## src/rtl/controller_mc.sv

```systemverilog
// rtl/controller_mc.sv - multi-cycle CPU controller with handshaked fetch and data memory
module controller_mc #(
  parameter int INST_W = 16,
  parameter int REG_AW = 4,
  parameter int IMM_W  = 8,
  parameter int ALU_W  = 5
) (
  input  logic              clk,
  input  logic              rst,
  input  logic [4:0]        psr,
  input  logic [INST_W-1:0] inst,
  input  logic              inst_valid,
  input  logic              mem_ready,
  output logic              inst_req,
  output logic              mem_req,
  output logic              MEM_WE,
  output logic              MEMC_MUX,
  output logic              BRANCH,
  output logic              JUMP,
  output logic              IMM_MUX,
  output logic              PSR_EN,
  output logic              PC_EN,
  output logic              WRITE,
  output logic              COND_RSLT,
  output logic [2:0]        WB_MUX,
  output logic [REG_AW-1:0] rDst,
  output logic [REG_AW-1:0] rSrc,
  output logic [IMM_W-1:0]  imm_val,
  output logic [ALU_W-1:0]  ALU_OP,
  output logic              busy
);

  typedef enum logic [2:0] {
    S_FETCH  = 3'd0,
    S_DECODE = 3'd1,
    S_EXEC   = 3'd2,
    S_MEM    = 3'd3,
    S_WB     = 3'd4
  } state_t;

  state_t      state;
  state_t      state_nxt;
  logic [15:0] ir;
  logic        cond_rslt;
  // run stays low for the first cycle after reset so no fetch is issued while rst is high
  logic        run;

  logic [3:0]  op;
  logic [3:0]  cond;
  logic        is_alu;
  logic        is_load;
  logic        is_stor;
  logic        is_lui;
  logic        is_bcond;
  logic        is_jcond;
  logic        fetch_go;

  assign op       = ir[15:12];
  assign cond     = ir[11:8];
  assign is_alu   = (op <= 4'd7);
  assign is_load  = (op == 4'h8);
  assign is_stor  = (op == 4'h9);
  assign is_lui   = (op == 4'hF);
  assign is_bcond = (op == 4'hC);
  assign is_jcond = (op == 4'hD);
  assign fetch_go = (state == S_FETCH) && run && inst_valid;

  // Instruction fields come straight from IR, so they are valid from DECODE until the next fetch
  assign rDst      = ir[8 +: REG_AW];
  assign rSrc      = ir[0 +: REG_AW];
  assign imm_val   = ir[0 +: IMM_W];
  assign COND_RSLT = cond_rslt;

  // Condition table over psr = {N,Z,F,L,C}; unlisted codes are false
  function automatic logic eval_cond(input logic [3:0] c, input logic [4:0] f);
    logic r;
    case (c)
      4'h0:    r = f[3];
      4'h1:    r = !f[3];
      4'h2:    r = f[0];
      4'h3:    r = !f[0];
      4'h4:    r = f[1];
      4'h5:    r = !f[1];
      4'h6:    r = f[4];
      4'h7:    r = !f[4];
      4'h8:    r = f[2];
      4'h9:    r = !f[2];
      4'hE:    r = 1'b1;
      default: r = 1'b0;
    endcase
    return r;
  endfunction

  // State register; reset returns to FETCH with fetching held off for one cycle
  always_ff @(posedge clk) begin
    if (rst) begin
      state <= S_FETCH;
      run   <= 1'b0;
    end else begin
      state <= state_nxt;
      run   <= 1'b1;
    end
  end

  // IR capture on an accepted fetch and condition capture in EXEC
  always_ff @(posedge clk) begin
    if (rst) begin
      ir        <= '0;
      cond_rslt <= 1'b0;
    end else begin
      if (fetch_go) begin
        ir <= inst[15:0];
      end
      if (state == S_EXEC) begin
        cond_rslt <= eval_cond(cond, psr);
      end
    end
  end

  // Next-state sequencing; handshakes stretch FETCH and MEM indefinitely
  always_comb begin
    state_nxt = state;
    case (state)
      S_FETCH:  if (fetch_go) state_nxt = S_DECODE;
      S_DECODE: state_nxt = S_EXEC;
      S_EXEC:   state_nxt = (is_load || is_stor) ? S_MEM : S_WB;
      S_MEM:    if (mem_ready) state_nxt = S_WB;
      S_WB:     state_nxt = S_FETCH;
      default:  state_nxt = S_FETCH;
    endcase
  end

  // Static decode of the operand selects and ALU operation from IR
  always_comb begin
    ALU_OP  = '0;
    IMM_MUX = 1'b0;
    WB_MUX  = 3'd0;
    if (op == 4'h0) begin
      ALU_OP[3:0] = ir[7:4];
    end else if (is_alu) begin
      ALU_OP[4:0] = {2'b10, op[2:0]};
      IMM_MUX     = 1'b1;
    end
    if (is_load) begin
      WB_MUX = 3'd1;
    end else if (is_lui) begin
      WB_MUX = 3'd2;
    end
  end

  // Per-state strobes; WB strobes are single-cycle pulses
  always_comb begin
    inst_req = 1'b0;
    busy     = 1'b1;
    mem_req  = 1'b0;
    MEMC_MUX = 1'b0;
    MEM_WE   = 1'b0;
    PC_EN    = 1'b0;
    WRITE    = 1'b0;
    PSR_EN   = 1'b0;
    BRANCH   = 1'b0;
    JUMP     = 1'b0;
    case (state)
      S_FETCH: begin
        busy     = 1'b0;
        inst_req = run;
      end
      S_MEM: begin
        mem_req  = 1'b1;
        MEMC_MUX = 1'b1;
        MEM_WE   = is_stor;
      end
      S_WB: begin
        PC_EN  = 1'b1;
        WRITE  = is_alu || is_lui || is_load;
        PSR_EN = is_alu;
        BRANCH = is_bcond && cond_rslt;
        JUMP   = is_jcond && cond_rslt;
      end
      default: ;
    endcase
  end

endmodule

```

## config.mk

```make
export PLATFORM = sky130hd
export DESIGN_NAME = controller_mc
export DESIGN_NICKNAME = d
export VERILOG_FILES = /design/src/rtl/controller_mc.sv
export SDC_FILE = /design/constraint.sdc
export NUM_CORES = 1
export LEC_CHECK = 0
export BUFFER_PORTS_ARGS = -buffer_cell sky130_fd_sc_hd__buf_2
export CORE_AREA = 2 2 61 63
export DETAILED_ROUTE_END_ITERATION = 8
export DIE_AREA = 0 0 63 65
export HOLD_SLACK_MARGIN = 0.1
export MAX_ROUTING_LAYER = met4
export PLACE_DENSITY_LB_ADDON = 0.15
export REMOVE_ABC_BUFFERS = 1
export SKIP_CTS_REPAIR_TIMING = 1
export SLEW_MARGIN = 20
export SYNTH_ARGS = -nofsm -noshare
export SYNTH_HDL_FRONTEND = slang
export SYNTH_SLANG_ARGS = --single-unit
```

## constraint.sdc

```tcl
create_clock -name clk -period 1.5 [get_ports clk]
set_input_delay 0.075 -clock clk [delete_from_list [all_inputs] [get_ports clk]]
set_output_delay 0.075 -clock clk [all_outputs]
set_load 0.01 [all_outputs]
```

==> results.cfg <==
[outcome]
status = finished clean

[global_route]
grt_pass1_vias = 1028
antenna_found_initial = 0
gr-usage-all-layers_pct = 14.26
grt_first_pass_wirelength_um = 4526
grt_overflow = 0
grt_max_degree = 21

[worst_setup_path]
crit_buf_inv = 2
critPathTopFamily = simple AND/OR/NAND/NOR gates
arrival_ns = 1.42
crit_chain = nor2_2 > nand2_1 > inv_1 > nand4b_1 > nor3b_2 > buf_2
path_class = reg2out
max_stage_delay_ns = 0.37
cp.required_ns = 1.42
start_kind = flip-flop
cp-end-kind = output pin
slowest_stage = dfxtp_4
path_max_fanout = 3

[timing]
setup_tns_ns = 0
layout_min_cycle_time_ns = 1.499
rsz0062_at_grt = true
hold_viol_final = 0
max_freq_mhz = 667.1
setup_viol = 0
slew_viol_final = 0
final.period_utilization_pct = 99.94
finalClockSkew_ns = 0.001968

[routing]
drt_wl_total_um = 3187
vias = 1290
drc_errors = 0
antenna_left = 0
dr.first_iter.drc_count = 24
firstDrtPassIters = 4
viasPerCell = 4.708
wl_per_cell_um = 11.63

[placement]
portBuffers = 59
dp_cells = 248
dpl-instance-area_um2 = 1451
place_congestion = 0.8577
dpl.hpwl_um = 2112

[logic_synthesis]
yosysSeqAreaShare_pct = 33.27
ys_async_sr_fraction_pct = 0
netlist-cell-type-count = 34
synth_edf_count = 0
syn-mean-instance-area_um2 = 7.613
synth_cells = 166
yosys_register_bits = 21
synthFlopType = dfxtp_1
synth_area_um2 = 1264
synth_warnings = 0

[die]
die_x_um = 63
rows = 22
die_area_um2 = 4095
io_pins = 61
initial_core_util_pct = 36.15
die_h_um = 65
core_um2 = 3496

[layout]
antennaDiodeCount = 0
final_cell_area_um2 = 1720
fin_cells = 274
final_util_pct = 49.21
syn2layout_area_growth_pct = 36.14
drive_above_1_share_pct = 42.48
nets = 252
fillers = 378

[clock_network]
cts-root-buf = clkbuf_4
cts_tree = done
cts_max_path_buffers = 2
htreeDepth = 1
cts_buffers = 3
clk_latency_ns = 0.30
numClockSinks = 21
clkTransAtPathRegs_ns = 0.12

[hold_path]
hold_class = in2reg

[pwr]
leakagePower_nw = 0.8125
p_per_area_nw_per_um2 = 795.6
vdd_ir_drop_max_mv = 0.4992

[flow_run]
cap_violations = 0
[flip-flops by register name, summed over array words and instances (netlist names)]
name       count
COND_RSLT      1
ir            16
run            1
state          3
[final cells by class]
cell class / instances / area, um2 / share of cell area, %
repair buffers: 87 / 560.5 / 32.58
flip-flops and latches: 21 / 434.2 / 25.24
clock buffers: 3 / 22.52 / 1.309
clock inverters: 1 / 5.005 / 0.2909
well taps: 48 / 60.06 / 3.491
multi-input cells: 108 / 615.6 / 35.78
inverters: 6 / 22.52 / 1.309
[placed cells by master, fill, tap and decap left out, drive strengths merged]
cell	n
nor2	14
a2111oi	1
a21oi	23
a211oi	1
clkinv	1
xnor2	1
nand2b	1
xor2	2
nor3b	5
o31ai	1
a31oi	2
nand3	2
clkbuf	3
buf	70
o211ai	1
nand3b	1
nand2	36
conb	1
nand4b	1
o21ai	2
and2	2
o22a	1
dlygate4sd3	17
inv	6
o2111a	1
and3	2
nor3	5
dfxtp	21
or3	1
o21a	1
[cell families (layout without fill, tap and decap cells)]
kind of cell              count (synthesis)  in the layout  synth area share [%]
and+or+nand+nor                          70             70                 26.14
buffers and inverters                    37             97                 19.60
AOI/OAI and AO/OA                        34             34                 18.61
DFF                                      21             21                 33.27
xor gates and xnor gates                  3              3                 2.080
other                                     1              1                0.2967
[Yosys cell counts (all sizes together), types with 4 or more instances]
library cell / count / area share [%]
a21oi: 23 / 12
nand2: 36 / 11
nor3: 5 / 2.9
clkbuf: 4 / 1.2
nor2: 14 / 4.2
nor3b: 5 / 3.4
buf: 27 / 17
dfxtp: 21 / 33
inv: 6 / 1.8
[through the flow]
step / worst slack [ns] / hold WS [ns] / power, mW
floorplan: 0.2108 / 0.1374 / 0.8599
global placement: 0.2347 / 0.3265 / 1.034
detailed placement: 0.2393 / 0.3240 / 1.042
CTS: -0.08987 / -0.02081 / 1.320
global route: -0.07300 / 0.1158 / 1.456
finish: 0.0009268 / 0.08431 / 1.369
[worst reg2reg max path, stage by stage (launching register included)]
cell     delay [ns]
dfxtp_4        0.37
buf_4          0.14
nor3_4         0.20
and3_1         0.24
buf_12         0.15
nand2_1        0.08
a21oi_2        0.11
[worst paths after layout]
| check | start | to | slack [ns] | depth (start not counted) |
|---|---|---|---|---|
| hold reg to reg | state[2] | state[1] | 0.49 | 1 |
| setup / recovery | state[0] | BRANCH | 0.0009 | 6 |
| setup reg to reg | state[0] | ir[3] | 0.16 | 6 |
| hold / removal | mem_ready | state[2] | 0.08 | 3 |
[power breakdown]
part           switching [mW]  internal, mW
Clock                   0.176        0.0995
Sequential             0.0428         0.600
Combinational           0.230         0.221
Total                   0.448         0.920
[per-layer routing]
layer | share of wire [%] | track usage [%] | up-vias
li1 | - | - | 648
met1 | 42 | 15.94 | 594
met2 | 50 | 24.60 | 40
met3 | 5.4 | 4.861 | 8
met4 | 2.2 | 3.333 | 0
met5 | 0 | - | -
Power figures use the tool's default switching activity.
